$ cat src/rtl/carry_mask_if.sv
// carry_mask_if: mode-register burst fields in, column-address carry mask out.
//   AddrMode     : burst addressing mode, 0 = sequential, 1 = interleaved
//   BurstLength  : SDRAM burst-length code
//   CarryMaskOut : registered carry mask; bit i = 1 lets column bit i change
// master = mode-register side (drives burst fields, observes the mask)
// slave  = carry_mask decoder
interface carry_mask_if #(
  parameter int MASK_W = 8
);
  logic              AddrMode;
  logic [2:0]        BurstLength;
  logic [MASK_W-1:0] CarryMaskOut;

  modport master (
    output AddrMode,
    output BurstLength,
    input  CarryMaskOut
  );

  modport slave (
    input  AddrMode,
    input  BurstLength,
    output CarryMaskOut
  );
endinterface

$ cat src/rtl/carry_mask.sv
// carry_mask: decodes the SDRAM burst length / addressing mode into the
// column-address carry mask used by the burst column counter. Carries out of
// the masked field are suppressed so the burst wraps in its aligned block.
// Ports:
//   Clk    : system clock, rising edge
//   ResetN : synchronous active-low reset, clears the mask
//   bus    : carry_mask_if.slave (AddrMode, BurstLength in; CarryMaskOut out)
// One clock of latency; MASK_W must be at least 3.
module carry_mask #(
  parameter int MASK_W = 8
) (
  input  logic          Clk,
  input  logic          ResetN,
  carry_mask_if.slave   bus
);

  localparam logic [2:0] BL1  = 3'b000;
  localparam logic [2:0] BL2  = 3'b001;
  localparam logic [2:0] BL4  = 3'b010;
  localparam logic [2:0] BL8  = 3'b011;
  localparam logic [2:0] FULL = 3'b111;

  logic [MASK_W-1:0] mask_d;
  logic [MASK_W-1:0] mask_q;

  // Codes 100-110 are reserved and fall into the default (length 1).
  // Full-page interleaved is reserved as well, so it also yields zeros;
  // bits 3 and up are only ever set for full-page sequential.
  always_comb begin
    mask_d = '0;
    case (bus.BurstLength)
      BL1:     mask_d = '0;
      BL2:     mask_d[0]   = 1'b1;
      BL4:     mask_d[1:0] = 2'b11;
      BL8:     mask_d[2:0] = 3'b111;
      FULL:    mask_d = bus.AddrMode ? '0 : '1;
      default: mask_d = '0;
    endcase
  end

  always_ff @(posedge Clk) begin
    if (!ResetN) mask_q <= '0;
    else         mask_q <= mask_d;
  end

  assign bus.CarryMaskOut = mask_q;

endmodule

$ cat src/flat_wrapper.sv
// flat-port wrapper written by rule: the top's interface ports become plain ports
module carry_mask_flat 
#(
  parameter int MASK_W = 8
)
  (Clk, ResetN, bus_AddrMode, bus_BurstLength, bus_CarryMaskOut);
  carry_mask_if #(.MASK_W(MASK_W)) bus_i ();
  input  logic Clk;
  input  logic ResetN;
  input wire logic [$bits(bus_i.AddrMode)-1:0] bus_AddrMode;
  input wire logic [$bits(bus_i.BurstLength)-1:0] bus_BurstLength;
  output wire logic [$bits(bus_i.CarryMaskOut)-1:0] bus_CarryMaskOut;
  assign bus_i.AddrMode = bus_AddrMode;
  assign bus_i.BurstLength = bus_BurstLength;
  assign bus_CarryMaskOut = bus_i.CarryMaskOut;
  carry_mask #(.MASK_W(MASK_W)) u_core (.Clk(Clk), .ResetN(ResetN), .bus(bus_i));
endmodule
$ cat config.mk
export PLATFORM = sky130hd
export DESIGN_NAME = carry_mask_flat
export DESIGN_NICKNAME = d
export VERILOG_FILES = /design/src/rtl/carry_mask_if.sv /design/src/rtl/carry_mask.sv /design/src/flat_wrapper.sv
export SDC_FILE = /design/constraint.sdc
export NUM_CORES = 1
export LEC_CHECK = 0
export CORE_AREA = 2 2 39 41
export DETAILED_ROUTE_END_ITERATION = 8
export DIE_AREA = 0 0 41 43
export PLACE_DENSITY = 0.5
export SLEW_MARGIN = 20
export SYNTH_ARGS = -nofsm -noshare
export SYNTH_HDL_FRONTEND = slang
export SYNTH_SLANG_ARGS = --single-unit
export TNS_END_PERCENT = 50
$ cat constraint.sdc
create_clock -name Clk -period 0.8 [get_ports Clk]
set_clock_uncertainty 0.1 [all_clocks]
set_input_delay 0.16 -clock Clk [delete_from_list [all_inputs] [get_ports Clk]]
set_output_delay 0.16 -clock Clk [all_outputs]
set_load 0.05 [all_outputs]
==> metrics.txt <==
gpl congestion=~0.56; power share of the sequential group=34.5%; Slew @ Worst Pin=0.199 ns; Sink Count=4; Tmin final=1.08 ns; Buf+Inv Stages, Crit Path=1; overflow left after global routing=0; critical path endpoint category=output pin; total track usage=approximately 7%; Layout Cells excl Fill=between 40 and 50; Async SR Flop Fraction=0%; Synth Cell Area=between 150 and 200 um^2; CP Data Arrival Time=0.82 ns; final layout net count=38; Setup CP Type=reg2out; Seq/Total Area, Yosys=a little under half; failing checks=negative setup slack; DRC Markers=0; Via-to-Cell Ratio=around 3.7; # placed instances=43; synth warn=0; Pins Over Slew Limit=0; remaining antenna violation count=0; Cell Int Power=between 0.4 and 0.5 mW; Critical Path Start Type=flip-flop; PD cells=roughly 1500 nW/um^2; synth top area cells=dfxtp_1 47%, buf_4 18%, a21oi_1 5.8%, nor3_2 5.8%, a21boi_1 4.4%; CORE AREA=approximately 1400 um^2; max cap viols=0; vias in the first global route=around 200; period utilisation layout=135%; worst path cell trace=buf_12; combinational power share=a little over a fifth; Max Fclk=between 900 and 1000 MHz; status=finished, violations left; max reg flops=4; switching fraction of total power=26.4%; Yosys top cell area share=46.7%; met3 WL=approximately 57 um; clock network power share=44.0%; worst vdd ir=approximately 0.0006 V; Net Sw Power=0.166 mW; drt initial violations=0; hold_buf cts=0; clk slew on worst S/H paths=around 0.040 ns; RSZ-0062 raised after global routing=yes; TritonCTS clock tree=done; highest metal used=met4; largest net degree at the start of global routing=6; Metal-1 WL=135 um; Synth Flop Type=dfxtp_1; Avg WL per Cell=~9 um; first-pass GRT wire length=731 um; router iterations before antenna repair=1; register bit total from synthesis=4; # setup viols final=8; synth cell count leaders=4 x buf_4, 4 x dfxtp_1, 2 x a21oi_1; number of fill cells=between 100 and 150; post-DP HPWL=382 um; antenna violations before repair=0; Post-CTS Repair Setup Buffers=0; CP max-delay cell=dfxtp_4; deepest clock path buffer count=2; Setup Total Neg Slack=-1.88 ns; IO Port Bufs=13; die width=41 um; Starting Density=12.4%; layout cell share with drive strength beyond 1=~55%; Via Count=roughly 170; Post-Syn Instances=18; final hold violations=0; worst hold path class=in2reg; synthesis-to-finish area growth=137%; register area=between 80 and 90 um^2; syn_nets=24; wire length on met2=around 210 um; row cnt=14; LEAKAGE=between 0.15 and 0.2 nW; Die Y=43 um; DRT Wirelength=around 420 um; die area=1760 um^2; Required @ worst endpoint=0.54 ns; CP max stage delay=approximately 0.42 ns; Worst path top cell family by delay=flip-flops; Inserted Diodes=0; I/O pin count=14; multi-input logic area=~65 um^2; crit path max fanout=5; total power=around 0.63 mW; WHS=about 0.17 ns; Avg Inst Size Synth=9.52 um^2; clock root cell=clkbuf_4; slack of the critical path=-0.280 ns; CTS buffer count=3; Distinct cells, synth=11; Rel. slew slack=between 80% and 90%; top cell type by total area after synthesis=dfxtp_1; EDFF count, synth=0; number of H-tree levels=1
## power groups by stage
stage	registers [mW]	logic, mW	clock network (mW)
6_report	0.217	0.135	0.277
5_1_grt	0.218	0.144	0.296
3_5_place_dp	0.220	0.141	0
4_1_cts	0.218	0.136	0.290
3_3_place_gp	0.220	0.136	0
2_1_floorplan	0.243	0.0345	0
## placed cells by master (no fill, tap or decap)
cell,count
nand2b_4,1
inv_1,1
dfxtp_2,3
clkbuf_1,1
dfxtp_4,1
clkbuf_4,3
buf_12,8
a21boi_1,1
nand3_1,1
nand3b_1,1
nand2_1,1
nor3_2,1
dlygate4sd2_1,5
a21oi_1,2
o21bai_1,1
## path summary, 6_finish.rpt
path,start,to,slack (ns),cells past startpoint
worst max-delay path,u_core.bus.CarryMaskOut[6],bus_CarryMaskOut[5],-0.28,1
worst min-delay path,bus_AddrMode,u_core.bus.CarryMaskOut[2],0.17,2
## stage by stage
stage / worst slack, ns / area (um^2) / utilization, %
2_1_floorplan: -0.0959 / 190 / -
3_3_place_gp: -0.270 / 375 / 27.1
3_5_place_dp: -0.335 / 375 / 27.1
4_1_cts: -0.296 / 407 / 29.4
5_1_grt: -0.307 / 407 / 29.4
6_report: -0.280 / 407 / 29.4
## per-layer routing
metal  global-route usage, %  vias to the layer above
met3                    2.09                        2
li1                        -                       81
met1                    6.11                       73
met5                       0                        -
met2                    9.38                       16
met4                    10.0                        0
## timing repair
action / 4_1_cts / 5_1_grt
pin swaps: 0 / 0
endpoints found under the setup margin: 12 / 8
gates resized for setup: 9 / 0
## cell type report
| type | instances | share of cell area [%] |
|---|---|---|
| repair buffers | 13 | 50.2 |
| flip-flops and latches | 4 | 21.5 |
| multi-input cells | 9 | 16.0 |
| clock buffers | 4 | 6.46 |
| well taps | 16 | 4.92 |
| inverters | 1 | 0.923 |
## logic make-up (layout without fill, tap and decap cells)
family / count (synthesis) / after routing / synth area share [%]
DFF: 4 / 4 / 46.7
and+or+nand+nor: 5 / 5 / 19.0
AOI/OAI and AO/OA: 4 / 4 / 14.6
buffers and inverters: 5 / 18 / 19.7
No activity file was read; power rests on OpenSTA's default activity.
